--- config.mk ---
export PLATFORM = sky130hd
export DESIGN_NAME = note_envelope
export DESIGN_NICKNAME = d
export VERILOG_FILES = /design/src/rtl/note_envelope_pkg.sv /design/src/rtl/envelope_gen.sv /design/src/rtl/note_envelope.sv
export SDC_FILE = /design/constraint.sdc
export NUM_CORES = 1
export LEC_CHECK = 0
export ABC_CLOCK_PERIOD_IN_PS = 10800
export CORE_MARGIN = 2
export CORE_UTILIZATION = 67
export DETAILED_ROUTE_END_ITERATION = 7
export PLACE_DENSITY = 0.95
export SLEW_MARGIN = 5
export SYNTH_ARGS = -nofsm -noshare
export SYNTH_HDL_FRONTEND = slang
export SYNTH_SLANG_ARGS = --single-unit
--- constraint.sdc ---
create_clock -name clk -period 10.8 [get_ports clk]
set_clock_uncertainty 0.2 [all_clocks]
set_input_delay 1.08 -clock clk [delete_from_list [all_inputs] [get_ports clk]]
set_output_delay 1.08 -clock clk [all_outputs]
set_load 0.005 [all_outputs]
--- src/rtl/note_envelope_pkg.sv ---
// Shared envelope definitions: state encodings and gain ceiling.
package envelope_defs;

    typedef enum logic [2:0] {
        IDLE    = 3'd0,
        ATTACK  = 3'd1,
        DECAY   = 3'd2,
        SUSTAIN = 3'd3,
        RELEASE = 3'd4
    } env_state_t;

    localparam logic [15:0] GAIN_MAX = 16'hFFFF;

endpackage

--- src/rtl/envelope_gen.sv ---
// ADSR gain state machine advanced on beat, with note_done edge detect.
module envelope_gen
    import envelope_defs::*;
#(
    parameter logic [15:0] ATTACK_STEP   = 16'd8192,
    parameter logic [15:0] DECAY_STEP    = 16'd4096,
    parameter logic [15:0] SUSTAIN_LEVEL = 16'd49152,
    parameter logic [15:0] RELEASE_STEP  = 16'd2048
) (
    input  logic        clk,
    input  logic        reset,
    input  logic        beat,
    input  logic        note_start,
    input  logic        note_done,
    output logic [15:0] gain,
    output env_state_t  state
);

    if (ATTACK_STEP == 16'd0) begin : g_bad_attack
        $error("ATTACK_STEP must be >= 1");
    end
    if (DECAY_STEP == 16'd0) begin : g_bad_decay
        $error("DECAY_STEP must be >= 1");
    end
    if (SUSTAIN_LEVEL == GAIN_MAX) begin : g_bad_sustain
        $error("SUSTAIN_LEVEL must be < 16'hFFFF");
    end
    if (RELEASE_STEP == 16'd0) begin : g_bad_release
        $error("RELEASE_STEP must be >= 1");
    end

    env_state_t  state_n;
    logic [15:0] gain_n;
    logic        done_q;
    logic        done_rise;
    logic        gated;
    logic [16:0] sum;
    logic [16:0] decay_lim;

    assign done_rise = note_done & ~done_q;
    assign gated     = (state == ATTACK) || (state == DECAY)
                    || (state == SUSTAIN);
    assign sum       = {1'b0, gain} + {1'b0, ATTACK_STEP};
    assign decay_lim = {1'b0, SUSTAIN_LEVEL} + {1'b0, DECAY_STEP};

    always_ff @(posedge clk or negedge reset) begin
        if (!reset) begin
            state  <= IDLE;
            gain   <= '0;
            done_q <= 1'b0;
        end else begin
            state  <= state_n;
            gain   <= gain_n;
            done_q <= note_done;
        end
    end

    // A state-changing event suppresses the beat step for that cycle.
    always_comb begin
        state_n = state;
        gain_n  = gain;
        if (note_start) begin
            state_n = ATTACK;
        end else if (done_rise && gated) begin
            state_n = RELEASE;
        end else if (beat) begin
            case (state)
                IDLE: gain_n = '0;
                ATTACK: begin
                    if (sum >= {1'b0, GAIN_MAX}) begin
                        gain_n  = GAIN_MAX;
                        state_n = DECAY;
                    end else begin
                        gain_n = sum[15:0];
                    end
                end
                DECAY: begin
                    if ({1'b0, gain} <= decay_lim) begin
                        gain_n  = SUSTAIN_LEVEL;
                        state_n = SUSTAIN;
                    end else begin
                        gain_n = gain - DECAY_STEP;
                    end
                end
                RELEASE: begin
                    if (gain <= RELEASE_STEP) begin
                        gain_n  = '0;
                        state_n = IDLE;
                    end else begin
                        gain_n = gain - RELEASE_STEP;
                    end
                end
                default: gain_n = gain;
            endcase
        end
    end

endmodule

--- src/rtl/note_envelope.sv ---
// Per-voice envelope: scales each captured voice sample by the ADSR gain.
module note_envelope
    import envelope_defs::*;
#(
    parameter logic [15:0] ATTACK_STEP   = 16'd8192,
    parameter logic [15:0] DECAY_STEP    = 16'd4096,
    parameter logic [15:0] SUSTAIN_LEVEL = 16'd49152,
    parameter logic [15:0] RELEASE_STEP  = 16'd2048
) (
    input  logic        clk,
    input  logic        reset,
    input  logic        beat,
    input  logic        note_start,
    input  logic        note_done,
    input  logic [15:0] sample_in,
    input  logic        sample_in_ready,
    output logic [15:0] sample_out,
    output logic        new_sample_ready,
    output logic [15:0] gain,
    output logic [2:0]  env_state
);

    env_state_t         st;
    logic               rdy_q;
    logic               cap_valid;
    logic [15:0]        cap_sample;
    logic [15:0]        cap_gain;
    logic signed [31:0] prod;
    logic [15:0]        prod_hi;
    logic [15:0]        unused_lo;

    envelope_gen #(
        .ATTACK_STEP  (ATTACK_STEP),
        .DECAY_STEP   (DECAY_STEP),
        .SUSTAIN_LEVEL(SUSTAIN_LEVEL),
        .RELEASE_STEP (RELEASE_STEP)
    ) u_gen (
        .clk       (clk),
        .reset     (reset),
        .beat      (beat),
        .note_start(note_start),
        .note_done (note_done),
        .gain      (gain),
        .state     (st)
    );

    assign env_state = st;

    // Gain is zero-extended so it stays positive in the signed multiply.
    assign prod = $signed({{16{cap_sample[15]}}, cap_sample})
                * $signed({16'b0, cap_gain});
    assign {prod_hi, unused_lo} = prod;

    always_ff @(posedge clk or negedge reset) begin
        if (!reset) begin
            rdy_q            <= 1'b0;
            cap_valid        <= 1'b0;
            cap_sample       <= '0;
            cap_gain         <= '0;
            sample_out       <= '0;
            new_sample_ready <= 1'b0;
        end else begin
            rdy_q            <= sample_in_ready;
            cap_valid        <= sample_in_ready & ~rdy_q;
            new_sample_ready <= cap_valid;
            if (sample_in_ready && !rdy_q) begin
                cap_sample <= sample_in;
                cap_gain   <= gain;
            end
            if (cap_valid) begin
                sample_out <= prod_hi;
            end
        end
    end

endmodule

==> results of run 1 <==
cell usage after synthesis, types with 2 or more instances:
| library cell | number | area (µm²) |
|---|---|---|
| a21oi_1 | 34 | 170 |
| or3_1 | 2 | 12.5 |
| nand3_1 | 8 | 40.0 |
| nor2_1 | 22 | 82.6 |
| fa_1 | 120 | 2400 |
| ha_1 | 124 | 1550 |
| a21boi_0 | 4 | 30.0 |
| o21ai_0 | 28 | 140 |
| o21ai_1 | 3 | 15.0 |
| a21o_1 | 18 | 135 |
| a22o_1 | 2 | 17.5 |
| and3_1 | 4 | 25.0 |
| dfrtp_1 | 51 | 1280 |
| o211ai_1 | 4 | 30.0 |
| nand2_1 | 88 | 330 |
| a41oi_1 | 2 | 17.5 |
| a311o_1 | 2 | 20.0 |
| clkbuf_8 | 3 | 41.3 |
| buf_2 | 3 | 15.0 |
| mux2_2 | 33 | 372 |
| clkbuf_1 | 25 | 93.8 |
| o31ai_1 | 2 | 15.0 |
| nand4_1 | 8 | 50.1 |
| xor2_1 | 19 | 166 |
| xnor2_1 | 23 | 201 |
| buf_4 | 10 | 75.1 |
| a31oi_1 | 7 | 43.8 |
| nor3_1 | 8 | 40.0 |
| and2_2 | 4 | 30.0 |
| o221ai_1 | 3 | 26.3 |
| nand2b_1 | 6 | 37.5 |
| o21a_1 | 2 | 15.0 |
| a211oi_1 | 2 | 15.0 |
| inv_1 | 192 | 721 |
| and2_1 | 45 | 282 |
| a21boi_2 | 2 | 22.5 |
| a311oi_1 | 2 | 17.5 |
| o21bai_1 | 4 | 30.0 |
final cells by class:
type	instances	area, µm²
Multi-Input combinational cell	662	6660
Inverter	192	721
Fill cell	826	3460
Clock inverter	2	35.0
Tap cell	176	220
Clock buffer	6	139
Sequential cell	51	1280
Timing Repair Buffer	59	581
worst max-delay path by stage:
stage,from,endpoint,cells after the start
after global routing,cap_gain[10],sample_out[14],24
after floorplan,cap_gain[10],sample_out[14],25
after global placement,cap_gain[10],sample_out[14],24
after CTS,cap_gain[10],sample_out[14],24
final,cap_gain[10],sample_out[14],24
after detailed placement,cap_gain[10],sample_out[14],24
logic make-up after synthesis:
logic type                 synth area share, %
muxes                                     4.47
buffers and inverters                     10.7
and+or+nand+nor                           11.4
adders and majority gates                 44.7
DFF                                       14.4
AOI/OAI and AO/OA                         10.1
xor gates and xnor gates                  4.33
worst min-delay path: stages (launching register included):
cell	delay, ns
dfrtp_1	0.34
nand2_1	0.05
o31ai_1	0.06
power by group:
part	internal, mW	leakage [nW]	total [mW]	switching (mW)
clock	0.115	0.0868	0.191	0.0756
sequential	0.244	0.627	0.345	0.101
combinational	0.651	4.36	1.50	0.852
stage by stage:
step / instance area [µm²] / hold WS, ns / worst slack [ns]
global placement: 9460 / 0.273 / 3.89
CTS: 9630 / 0.294 / 3.47
floorplan: 8880 / 0.271 / 4.46
detailed placement: 9460 / 0.279 / 3.60
finish: 9630 / 0.284 / 3.36
global route: 9630 / 0.325 / 3.01
sequential cells by signal (all words and copies together) (netlist names):
| register | count |
|---|---|
| rdy_q | 1 |
| cap_valid | 1 |
| u_gen.state | 3 |
| cap_gain | 6 |
| cap_sample | 16 |
| sample_out | 16 |
| new_sample_ready | 1 |
| u_gen.done_q | 1 |
| u_gen.gain | 6 |
per-layer routing:
metal,up-vias,wire [µm],part of all wire [%]
met1,3366,7780,38
li1,3065,-,-
met4,2,861,4.2
met3,93,1440,7.0
met2,320,10400,51
met5,-,13,0.063
==> results.json, run 1 <==
{
  "status": "finished clean",
  "worstSetupPathType": "register to register",
  "postSynthAreaPerCell_um2": 9.38,
  "cts-root-buf": "clkbuf_16",
  "tns_ns": 0,
  "cts_hold_buf": 0,
  "p_leak_nw": 5.07,
  "layout.cells.most_common_list": "inv_1 (192), ha_1 (124), fa_1 (120)",
  "slew_headroom_pct": 34.1,
  "gp_congestion": 0.907,
  "maxCapViolCount": 0,
  "layout-drive-gt1-share_pct": 6.58,
  "arrival_ns": 7.42,
  "antenna_cells": 0,
  "hold_viol": 0,
  "slowest_delay_ns": 0.76,
  "final_common_cell": "inv_1",
  "grt_use_met3_pct": 4.26,
  "yosysSeqAreaShare_pct": 14.4,
  "hp-start": "sample_out[12]",
  "finalNetCount": 1237,
  "via_per_inst": 5.96,
  "place.detailed.hpwl_mm": 15.9,
  "die_w_um": 119,
  "fmax_ghz": 0.134,
  "antenna_left": 0,
  "power_mw": 2.04,
  "ys.flop_type": "dfrtp_1",
  "top_usage_layer": "met2",
  "hold_path_end": "sample_out[12]",
  "cp.required_ns": 10.79,
  "postCtsSetupBuffers": 0,
  "final_util_pct": 73.6,
  "syn-num-nets": 1212,
  "tightest_slew_ns": 0.989,
  "ys_seq_elements": 51,
  "rsz0062_at_grt": "false",
  "worst_ir_drop_vdd_mv": 0.170,
  "cts_resized": 0,
  "critPathMaxFanout": 33,
  "whs_path_depth": 2,
  "r2r_slack_ns": 3.36,
  "async_reset_ff_share_pct": 100,
  "die-area_um2": 14200,
  "numCtsBuffers": 5,
  "coreArea_um2": 13100,
  "port_buffers": 57,
  "use_met1_pct": 38.1,
  "synthCells": 946,
  "drt_first_pass_iters": 6,
  "synth_enable_flop_cells": 0,
  "clockBufferDepth": 2,
  "setup.worst_path.end_class": "register",
  "fp-row-count": 42,
  "pin_count": 58,
  "cts-htree-levels": 2,
  "rr_endpoint": "sample_out[14]",
  "dp.cells": 1140,
  "cp_common_cell": "inv_1",
  "ys.warnings.count": 0,
  "crit_family": "adder cells",
  "use_met2_pct": 52.6,
  "r2r-start": "cap_gain[10]",
  "grt_pass1_vias": 7225,
  "antenna_found_initial": 1,
  "drt_iter0_markers": 652,
  "clkSinkCount": 51,
  "critPathBufInv": 6,
  "drc_errors": 0,
  "min_period_ns": 7.44,
  "setup_viol": 0,
  "critical_path.cell_chain": "nand2_1 > inv_1 > fa_1 > xnor2_1 > inv_1 > ha_1 > a21o_1 > inv_1 > fa_1 > inv_1 > fa_1 > fa_1 > inv_1 > fa_1 > inv_1 > ha_1 > a21oi_1 > o21ai_1 > or3_1 > a21oi_1 > nor3_1 > a21boi_2 > xnor2_1 > mux2_2",
  "start_kind": "register",
  "via_count": 6846,
  "drt-wirelength-per-cell_um": 17.9,
  "cp_slowest_cell": "dfrtp_1",
  "syn-cell-area_um2": 8880,
  "start_util_pct": 67.8,
  "fin_crit_sh_pct": 68.8,
  "grt_max_degree": 52,
  "final-max-slew-violation-count": 0,
  "stdcell_count": 1148,
  "gr-usage-all-layers_pct": 30.4,
  "syn_to_final_growth_pct": 8.47,
  "grt_pass1_wl_mm": 34.3,
  "drt_wl_total_mm": 20.5,
  "power.density_nw_per_um2": 212,
  "r2r_cells": 24,
  "die_y_um": 119,
  "cts_tree": "done",
  "yosysUniqueCellTypes": 65,
  "overflow": 0,
  "clock_latency_ns": 0.30,
  "worstHoldPathType": "register to register",
  "clk_pin_slew_worst_paths_ns": 0.07
}
Note: power is estimated with default switching activity, not from simulation.
==> run 2, diff against run 1 <==
- ABC_CLOCK_PERIOD_IN_PS: 10800 -> 6000
- CORE_UTILIZATION: 67 -> 56
- PLACE_DENSITY: 0.95 -> 0.87
- clock period: 10.8 -> 6 ns (I/O delays scaled with it)
==> run 2 against run 1 <==
Effect of this change:
- the run now ends with setup timing left
- sequential share of layout area is 1.9 points lower
- die area is 19% higher
- power is 140% higher
- non-clock buffer count is 129 higher
- via count is 17% higher
- largest cell class unchanged
- largest power group unchanged
==> results.json, run 2 (synthesized netlist as in run 1, its figures left out) <==
{
  "start_kind": "register",
  "final_util_pct": 72.2,
  "setup.worst_path.end_class": "register",
  "antenna_cells": 0,
  "syn_to_final_growth_pct": 27.8,
  "clockBufferDepth": 2,
  "drt-wirelength-per-cell_um": 21.9,
  "die_y_um": 130,
  "fin_ws_ns": -0.298,
  "fmax_ghz": 0.159,
  "final_common_cell": "inv_1",
  "grt_max_degree": 52,
  "worst_ir_drop_vdd_mv": 0.426,
  "drt-met1-wl_mm": 9.73,
  "fin_crit_sh_pct": 105,
  "pin_count": 58,
  "via_count": 8028,
  "drt_wl_total_mm": 28.8,
  "die-area_um2": 16900,
  "dr_wl_met2_mm": 14.4,
  "fillers": 951,
  "cp.required_ns": 6.00,
  "worstHoldPathType": "input pin to asynchronous set/reset pin",
  "antenna_left": 0,
  "clock_latency_ns": 0.31,
  "arrival_ns": 6.30,
  "cts-htree-levels": 2,
  "critPathMaxFanout": 5,
  "final-max-slew-violation-count": 0,
  "port_buffers": 57,
  "status": "complete, but fails checks",
  "overflow": 0,
  "fp-row-count": 46,
  "violations": "setup timing",
  "drt_first_pass_iters": 6,
  "rsz0062_at_grt": "true",
  "layout.cells.most_common_list": "inv_1 (173), buf_4 (119), fa_1 (109)",
  "biggestRegsByFlops": "cap_sample x16, sample_out x16",
  "layout-drive-gt1-share_pct": 28.0,
  "gp_congestion": 0.935,
  "highest_layer": "met4",
  "die_w_um": 130,
  "via_per_inst": 6.10,
  "clk_pin_slew_worst_paths_ns": 0.08,
  "antenna_found_initial": 0,
  "coreArea_um2": 15700,
  "power.density_nw_per_um2": 423,
  "cts_tree": "done",
  "hold_viol": 0,
  "p_leak_nw": 5.79,
  "cts-root-buf": "clkbuf_16",
  "grt_pass1_vias": 8169,
  "met3_length_mm": 2.24,
  "worstSetupPathType": "register to register",
  "clkSinkCount": 51,
  "place.detailed.hpwl_mm": 17.8,
  "tns_ns": -3.06,
  "drt_iter0_markers": 980,
  "grt_pass1_wl_mm": 40.6,
  "min_period_ns": 6.30,
  "tightest_slew_ns": 0.913,
  "slew_headroom_pct": 39.1,
  "start_util_pct": 56.5,
  "cts_hold_buf": 0,
  "maxCapViolCount": 0,
  "finalNetCount": 1366,
  "setup_viol": 14,
  "drc_errors": 0,
  "numCtsBuffers": 5,
  "gr-usage-all-layers_pct": 31.4
}
run 2: cell types whose count changed in the layout (fill, tap and decap cells not counted), sizes merged:
cell,before,now
clkinv,1,0
clkbuf,6,5
buf,3,132
clkinvlp,0,1
run 2: what timing repair did:
item / 4_1_cts / 5_1_grt
pin swaps: 43 / 69
endpoints found under the setup margin: 14 / 16
resized for setup: 64 / 94
buffers inserted: 10 / 25
hold endpoints to repair: 0 / 0
run 2: path summary, 6_finish.rpt:
kind                                     from             end  slack (ns)  cells after the start
worst max-delay path            cap_sample[1]  sample_out[14]       -0.30                     22
worst min-delay path                    reset   u_gen.gain[9]        0.25                      2
worst max register to register  cap_sample[1]  sample_out[14]       -0.30                     22
worst min register to register  sample_out[9]   sample_out[9]        0.31                      1
max in group asynchronous               reset   cap_sample[1]        4.80                      2
min in group clk                sample_out[9]   sample_out[9]        0.31                      1
run 2: area by class of cell:
class | instances | area, µm² | share of cell area, %
flip-flops and latches | 51 | 1290 | 11.3
inverters | 192 | 723 | 6.37
repair buffers | 188 | 1610 | 14.2
clock buffers | 5 | 125 | 1.10
well taps | 216 | 270 | 2.38
multi-input cells | 662 | 7300 | 64.3
clock inverters | 2 | 37.5 | 0.331
run 2: report_power, final:
part           internal (mW)  leakage (nW)  switching (mW)
clock                  0.195        0.0759           0.147
sequential             0.443         0.616           0.124
combinational           1.71          5.10            2.18
run 2: worst max-delay path: stages (launching register included):
cell	delay [ns]
dfrtp_2	0.45
buf_6	0.15
nand2_1	0.08
fa_1	0.52
inv_1	0.06
fa_1	0.49
inv_1	0.07
fa_1	0.53
inv_1	0.06
fa_1	0.48
fa_1	0.63
inv_2	0.07
fa_1	0.57
inv_2	0.07
ha_4	0.27
a21oi_4	0.18
o21ai_2	0.09
or3_4	0.40
a21oi_4	0.22
nor3_4	0.08
a21boi_2	0.18
xnor2_1	0.09
mux2_2	0.26
run 2: layer usage:
layer / vias to the layer above / GRT usage, %
li1: 3325 / -
met1: 3898 / 36.0
met2: 591 / 55.2
met3: 214 / 4.76
met4: 0 / 19.9
met5: - / 0
run 2: through the flow:
step / cells / cell area [µm²] / hold WS (ns) / setup WS (ns) / power (mW)
floorplan: 946 / 8910 / 0.104 / -0.0255 / 2.57
global placement: 1277 / 10300 / 0.275 / -0.0708 / 3.45
detailed placement: 1277 / 10300 / 0.298 / -0.260 / 3.62
CTS: 1294 / 10900 / 0.272 / -0.0286 / 4.19
global route: 1316 / 11300 / 0.295 / -0.395 / 5.07
finish: 1316 / 11300 / 0.252 / -0.298 / 4.80
